File: config.mk
export PLATFORM = sky130hd
export DESIGN_NAME = ps2_rx_frame
export DESIGN_NICKNAME = d
export VERILOG_FILES = /design/src/rtl/ps2_rx_frame.sv
export SDC_FILE = /design/constraint.sdc
export NUM_CORES = 1
export LEC_CHECK = 0
export ABC_CLOCK_PERIOD_IN_PS = 3400
export BUFFER_PORTS_ARGS = -buffer_cell sky130_fd_sc_hd__buf_2
export CAP_MARGIN = 10
export CORE_UTILIZATION = 40
export CTS_BUF_LIST = sky130_fd_sc_hd__clkbuf_4
export DETAILED_ROUTE_END_ITERATION = 10
export HOLD_SLACK_MARGIN = 0.02
export PLACE_DENSITY = 0.57
export REMOVE_ABC_BUFFERS = 1
export SLEW_MARGIN = 20
export SYNTH_ARGS = -nofsm -noshare
export SYNTH_HDL_FRONTEND = slang
export SYNTH_SLANG_ARGS = --single-unit
File: constraint.sdc
create_clock -name CLOCK_50 -period 3.4 [get_ports CLOCK_50]
set_clock_uncertainty 0.1 [all_clocks]
set_input_delay 0 -clock CLOCK_50 [delete_from_list [all_inputs] [get_ports CLOCK_50]]
set_output_delay 0 -clock CLOCK_50 [all_outputs]
set_load 0.01 [all_outputs]
File: src/rtl/ps2_rx_frame.sv
// ---------------------------------------------------------------------------
// ps2_rx_frame
//   Receives PS/2 keyboard frames (start, 8 data LSB-first, odd parity, stop)
//   from the raw pins and presents each good byte with a one-cycle strobe for
//   the move decoder. Rejected or stalled frames produce a one-cycle error
//   strobe instead.
//
// Ports
//   CLOCK_50  in   system clock (50 MHz)
//   reset     in   synchronous reset, active-high
//   ps2_clk   in   raw PS/2 clock pin (asynchronous)
//   ps2_dat   in   raw PS/2 data pin (asynchronous)
//   scancode  out  [7:0] last correctly received byte, held between frames
//   ps2_rec   out  one-cycle strobe, scancode valid in this cycle
//   frame_err out  one-cycle strobe for a bad start/parity/stop or a timeout
// ---------------------------------------------------------------------------
module ps2_rx_frame #(
  parameter int FILTER_LEN  = 8,
  parameter int TIMEOUT_CYC = 100000
) (
  input  logic       CLOCK_50,
  input  logic       reset,
  input  logic       ps2_clk,
  input  logic       ps2_dat,
  output logic [7:0] scancode,
  output logic       ps2_rec,
  output logic       frame_err
);

  localparam int FW = $clog2(FILTER_LEN + 1);
  localparam int TW = $clog2(TIMEOUT_CYC + 1);
  localparam logic [FW-1:0] FILTER_LAST = FW'(FILTER_LEN - 1);
  localparam logic [TW-1:0] TIMEOUT_LAST = TW'(TIMEOUT_CYC - 1);

  typedef enum logic [1:0] {
    ST_IDLE,
    ST_DATA,
    ST_PARITY,
    ST_STOP
  } state_t;

  // Two-flop synchronisers for both pins (idle level of the bus is 1).
  logic          clk_s1_q, clk_s1_d, clk_s2_q, clk_s2_d;
  logic          dat_s1_q, dat_s1_d, dat_s2_q, dat_s2_d;
  // Glitch filter.
  logic          filt_clk_q, filt_clk_d;
  logic [FW-1:0] filt_cnt_q, filt_cnt_d;
  // Frame FSM and datapath.
  state_t        state_q, state_d;
  logic [2:0]    bit_cnt_q, bit_cnt_d;
  logic [7:0]    shift_q, shift_d;
  logic          par_q, par_d;
  logic [TW-1:0] to_cnt_q, to_cnt_d;
  // Registered outputs.
  logic [7:0]    scancode_q, scancode_d;
  logic          rec_q, rec_d;
  logic          err_q, err_d;

  logic          sample_evt;

  always_comb begin
    // NOTE: every signal gets a default before any branch so no path can
    // leave it unassigned, which would otherwise infer a latch.
    clk_s1_d   = ps2_clk;
    clk_s2_d   = clk_s1_q;
    dat_s1_d   = ps2_dat;
    dat_s2_d   = dat_s1_q;

    filt_clk_d = filt_clk_q;
    filt_cnt_d = '0;
    state_d    = state_q;
    bit_cnt_d  = bit_cnt_q;
    shift_d    = shift_q;
    par_d      = par_q;
    scancode_d = scancode_q;
    rec_d      = 1'b0;
    err_d      = 1'b0;

    // The filtered clock only follows the synced clock after it has held
    // its new level for FILTER_LEN consecutive cycles.
    if (clk_s2_q != filt_clk_q) begin
      if (filt_cnt_q == FILTER_LAST) filt_clk_d = clk_s2_q;
      else                           filt_cnt_d = filt_cnt_q + 1'b1;
    end

    // Falling edge of the filtered clock, seen in the cycle it is decided.
    sample_evt = filt_clk_q & ~filt_clk_d;

    // Stall watchdog: only runs while a frame is in progress.
    if (sample_evt || state_q == ST_IDLE) to_cnt_d = '0;
    else                                  to_cnt_d = to_cnt_q + 1'b1;

    if (sample_evt) begin
      unique case (state_q)
        ST_IDLE: begin
          if (!dat_s2_q) begin
            state_d   = ST_DATA;
            bit_cnt_d = '0;
          end else begin
            err_d     = 1'b1;   // bad start bit
          end
        end
        ST_DATA: begin
          shift_d[bit_cnt_q] = dat_s2_q;
          bit_cnt_d          = bit_cnt_q + 1'b1;
          if (bit_cnt_q == 3'd7) state_d = ST_PARITY;
        end
        ST_PARITY: begin
          par_d   = dat_s2_q;
          state_d = ST_STOP;
        end
        ST_STOP: begin
          // Odd parity: XOR over data plus parity bit must be 1.
          if ((^{shift_q, par_q}) && dat_s2_q) begin
            scancode_d = shift_q;
            rec_d      = 1'b1;
          end else begin
            err_d      = 1'b1;
          end
          state_d = ST_IDLE;
        end
        default: state_d = ST_IDLE;
      endcase
    end else if (state_q != ST_IDLE && to_cnt_q == TIMEOUT_LAST) begin
      // A sample event in the expiry cycle takes the branch above instead.
      state_d   = ST_IDLE;
      bit_cnt_d = '0;
      err_d     = 1'b1;
    end
  end

  // Single register process for all state, including the FSM.
  always_ff @(posedge CLOCK_50) begin
    // NOTE: sequential state uses non-blocking assignments so every flop
    // samples the pre-edge value regardless of statement order.
    if (reset) begin
      clk_s1_q   <= 1'b1;
      clk_s2_q   <= 1'b1;
      dat_s1_q   <= 1'b1;
      dat_s2_q   <= 1'b1;
      filt_clk_q <= 1'b1;
      filt_cnt_q <= '0;
      state_q    <= ST_IDLE;
      bit_cnt_q  <= '0;
      shift_q    <= '0;
      par_q      <= 1'b0;
      to_cnt_q   <= '0;
      scancode_q <= 8'h00;
      rec_q      <= 1'b0;
      err_q      <= 1'b0;
    end else begin
      clk_s1_q   <= clk_s1_d;
      clk_s2_q   <= clk_s2_d;
      dat_s1_q   <= dat_s1_d;
      dat_s2_q   <= dat_s2_d;
      filt_clk_q <= filt_clk_d;
      filt_cnt_q <= filt_cnt_d;
      state_q    <= state_d;
      bit_cnt_q  <= bit_cnt_d;
      shift_q    <= shift_d;
      par_q      <= par_d;
      to_cnt_q   <= to_cnt_d;
      scancode_q <= scancode_d;
      rec_q      <= rec_d;
      err_q      <= err_d;
    end
  end

  assign scancode  = scancode_q;
  assign ps2_rec   = rec_q;
  assign frame_err = err_q;

endmodule

* Word-level counts from Yosys, hierarchy flattened *
Index checks and enable logic that the tools add are counted.

storage, ports and cells
  register bits = 50
  input port bits = 4
  output and inout port bits = 10

cells by class
  add/subtract/negate cells = 3
  order comparisons = 2
  equal/unequal tests = 10
  multiplexer cells = 20
  bitwise operators = 5
  reduce and logical (&&, ||, !) cells = 16

operators by type and width
  cell                                                               count
  adder 17 x 1 -> 17 bit, second input constant                      1
  == test 17 bit, second input constant                              1
  two-way mux 3 bit                                                  3
  AND reduction 3 bit                                                3
  XOR reduction 9 bit                                                1
  bitwise mux 8 bit                                                  1
  two-way mux 1 bit                                                  8
  two-way mux 2 bit                                                  4
  case mux 2 bit (4 select lines)                                    1
  != test 3 bit, second input constant                               2
  case mux 3 bit (2 select lines)                                    1
  OR reduction 3 bit                                                 2
  adder 4 x 1 -> 4 bit, second input constant                        1
  == test 2 bit, second input constant                               2
  == test 4 x 3 -> 1 bit, second input constant                      1
  less-than comparator 3 x 4 -> 1 bit, second input constant         1
  inverter 1 bit                                                     4
  AND reduction 2 bit                                                2
  nonzero test 2 bit                                                 2
  adder 3 x 1 -> 3 bit, second input constant                        1
  demux 1 bit (select 3 bit)                                         1
  == test 3 bit, second input constant                               1
  greater-or-equal comparator 3 x 1 -> 1 bit, second input constant  1
  logical AND 1 bit                                                  3
  8 further kinds                                                    8

* Logic depth before layout (Yosys ltp) *
  word-level depth = 7
  depth in mapped cells = 8
  mapped depth without buffers = 7

* Least setup slack after synthesis *
No wires, ideal clock.

  kind = register to register
  start = reg filt_cnt_q[0]
  end = reg bit_cnt_q[0]
  setup time = 0.121 ns
  data arrival time = 1.672 ns
  slack = 1.508 ns
  stages on the path, launching flop included = 8
  path buffers = 1
  cells stage by stage = dfxtp_1 > ha_1 > and3b_1 > buf_2 > a21o_1 > o31ai_2 > o31ai_2 > mux2_2

between the ends
  longest elaborated chain between the ends = 7
  elaborated cells on any way between the ends = 10

RTL lines
  what                                                                   RTL line  RTL
  start: declaration                                                     47        logic [FW-1:0] filt_cnt_q, filt_cnt_d;
  start signal: assignment                                               157       filt_cnt_q <= filt_cnt_d;
  == test 4 x 3 -> 1 bit (*)                                             82        if (filt_cnt_q == FILTER_LAST) filt_clk_d = clk_s2_q;
  two-way mux 1 bit (*)                                                  82
  two-way mux 1 bit (*)                                                  81        if (clk_s2_q != filt_clk_q) begin
  inverter 1 bit (*)                                                     87        sample_evt = filt_clk_q & ~filt_clk_d;
  bitwise AND 1 bit (*)                                                  87
  != test 3 x 1 -> 1 bit (no source line), or another cell as far along  n/a
  AND reduction 3 bit (no source line)                                   n/a
  end signal: assignment                                                 159       bit_cnt_q <= bit_cnt_d;
  end: declaration                                                       50        logic [2:0] bit_cnt_q, bit_cnt_d;

Mark *: on every way between the ends. The rest lies on a longest branch, timed or not.
A chain may end at the register's enable or synchronous reset.

* Worst setup path after layout *
  start = reg filt_cnt_q[0]
  end = reg shift_q[4]

between the ends
  longest elaborated chain between the ends = 6

RTL lines
  what                                  RTL line  RTL
  == test 4 x 3 -> 1 bit                82
  two-way mux 1 bit                     82
  two-way mux 1 bit                     81
  inverter 1 bit                        87
  bitwise AND 1 bit                     87
  AND reduction 2 bit (no source line)  n/a
  end signal: assignment                160       shift_q <= shift_d;
  end: declaration                      51        logic [7:0] shift_q, shift_d;

Every way passes these cells.

==> results.tsv <==
stage	metric	value	unit
power	p_clk_share	31.3	%
sta	relSlewSlack	57.8	%
cts	htree_levels	2	
cts	worstSkewPairLatency	0.36	ns
sta	rsz0062_at_grt	false	
grt	track_usage	14.7	%
cts	clk_pin_slew_worst_paths	0.15	ns
grt	grt_max_degree	29	
synth	ys_warn_count	0	
power	powerDensity	356	mW/mm2
drt	drc	0	
synth	syn-cell-area	0.00228	mm2
status	outcome	complete, no violations	
setup_path	critPathArrivalTime	2.16	ns
setup_path	crit_path_end_kind	flop	
hold_path	holdPathStages	3	
synth	ys_types	36	
setup_path	r2r_cells	6	
setup_path	timing.rr.start	filt_cnt_q[0]	
cts	cts_tree	built	
floorplanning	core_area	0.00551	mm2
layout	layout_commonest_cell	dfxtp_1	
synth	synth-edff-count	0	
power	irDropWorstVdd	0.190	mV
setup_path	cp-start-kind	flop	
grt	antenna_found_initial	0	
sta	finalSetupViolations	0	
setup_path	startpoint	filt_cnt_q[0]	
sta	setup_tns	0	ns
power	p_comb_share	1.8	%
synth	synth_ff_type	dfxtp_1	
floorplanning	num_rows	27	
drt	wl_per_cell	12.2	um
synth	synth_cells	251	
setup_path	crit_fanout	8	
drt	drt_iter0_drc	80	
power	leakage	0.901	nW
drt	final_antenna_net_count	0	
sta	tightest_slew	0.634	ns
sta	post-route-min-period	2.00	ns
floorplanning	die_area	0.00600	mm2
synth	async_reset_ff_share	0	%
job	drv_cap	0	
cts	clk_path_buf_depth	2	
grt	grt_pass1_vias	1561	
sta	finalCritPeriodShare	58.9	%
grt	grt_pass1_wl	7.00	mm
layout	antenna_cells	0	
layout	utilization	45.1	%
hold_path	hold_path.class	in2reg	
drt	wl	4.12	mm
cts	cts_sinks	50	
layout	drive_above_1_share	12.4	%
power	switching_share	23.5	%
synth	syn_avg_cell_area	9.07	um2
layout	area_delta_synth_final	9.24	%
layout	fin_nets	279	
placed_design	gp_congestion	0.787	
floorplanning	fp.dieW	77.4	um
floorplanning	initial_core_util	41.3	%
power	p_int	0.000676	W
cts	cts_inserted_buffers	5	
power	p_seq_share	66.8	%
hold_path	hold_path.startpoint	ps2_dat	
placed_design	port_buffers	13	
drt	vias_per_cell	4.93	
layout	mostFrequentLayoutCells	50 x dfxtp_1, 32 x nor2_1, 20 x nand3_1, 19 x nand2_1, 14 x o21ai_0	
sta	max_freq	500	MHz
drt	drt_pass1_iterations	6	
power	total_power	0.000884	W
cts	ctsResizeCount	0	
drt	vias	1671	
cts	root_buffer	clkbuf_4	
layout	nFillCells	559	
sta	hold_viol_final	0	
sta	slew_violations	0	
synth	ys_ff_latch	50	
synth	seq_area_frac_synth	44.0	%
setup_path	crit_required	3.56	ns
grt	grt_overflow_total	0	
setup_path	worstSetupPathType	reg2reg	
floorplanning	io_pins	14	
placed_design	dpl.hpwl	2.84	mm
floorplanning	die_y	77.4	um
power	p_sw	0.000208	W
## Yosys cell counts, types with 2 or more instances
cell,n,area share (%)
nor2b_1,2,0.55
inv_1,8,1.3
dfxtp_1,50,44
o21ai_0,14,3.1
clkbuf_1,6,0.99
nand4_1,4,1.1
xnor2_1,8,3.1
o31ai_2,2,1.1
mux2i_1,11,4.8
nor3b_1,4,1.3
buf_2,2,0.44
and4_1,2,0.77
or2_2,5,1.4
nor2_1,32,5.3
a21oi_1,13,2.9
nand3_1,20,4.4
nand2_1,19,3.1
or3_1,6,1.6
xor2_1,11,4.2
nor3_1,7,1.5
ha_1,9,4.9
and2_1,2,0.55
## flip-flops by register name (all words and copies together), names as in the netlist, 2 cells and up
signal / count
to_cnt_q: 17
scancode: 8
shift_q: 8
filt_cnt_q: 4
bit_cnt_q: 3
state_q: 2
## critical path: stages (launching register included)
cell	delay (ns)
dfxtp_1	0.38
ha_1	0.18
and3b_1	0.32
nand4b_1	0.31
nor3b_1	0.35
mux2i_1	0.21
nor2_1	0.05
## routing by layer
| metal | GRT usage [%] | routed length [um] | vias up |
|---|---|---|---|
| met5 | 0 | 0 | - |
| met4 | 5.47 | 56 | 0 |
| met3 | 3.88 | 85 | 6 |
| met2 | 24.5 | 1930 | 10 |
| met1 | 18.1 | 2060 | 761 |
| li1 | - | - | 894 |
## power groups by stage
stage	Clock (W)	Sequential, W	Combinational, W
floorplan	0	0.000603	0.00000612
global placement	0	0.000604	0.0000136
detailed placement	0	0.000604	0.0000137
CTS	0.000294	0.000591	0.0000163
global route	0.000313	0.000592	0.0000180
finish	0.000277	0.000591	0.0000162
## through the flow
step / hold WS [ns] / cells / setup slack [ns] / area (um2)
after floorplan: -0.0309 / 243 / 1.56 / 2240
after global placement: 0.0819 / 328 / 1.46 / 2400
after detailed placement: 0.0888 / 328 / 1.42 / 2400
after CTS: 0.220 / 339 / 1.40 / 2490
after global routing: 0.240 / 339 / 1.19 / 2490
final: 0.241 / 339 / 1.40 / 2490
## kinds of logic (layout without fill, tap and decap cells)
family	Yosys count	count (layout)	synth area share (%)
xor gates and xnor gates	21	21	9.35
AOI/OAI and AO/OA	32	32	8.19
adders and majority gates	9	9	4.95
and+or+nand+nor	109	109	23.8
muxes	14	14	6.98
buffers and inverters	16	32	2.75
DFF	50	50	44.0
## repair_timing
action | CTS | global route
endpoints found under the setup margin | 0 | 0
hold buffers | 3 | 0
endpoints found under the hold margin | 19 | 0
buffers inserted | 0 | 0
## worst paths after layout
kind / endpoint / slack, ns
setup / recovery: shift_q[4] / 1.40
hold / removal: dat_s1_q / 0.24
setup reg to reg: shift_q[4] / 1.40
hold reg to reg: clk_s2_q / 0.33
## final cells by class
class	count	area [um2]	share of cell area, %
repair buffers	16	95.1	3.82
multi-input cells	185	1210	48.8
well taps	72	90.1	3.62
clock inverters	3	20.0	0.805
clock buffers	5	37.5	1.51
flip-flops and latches	50	1000	40.3
inverters	8	30.0	1.21
Power figures use the tool's default switching activity.
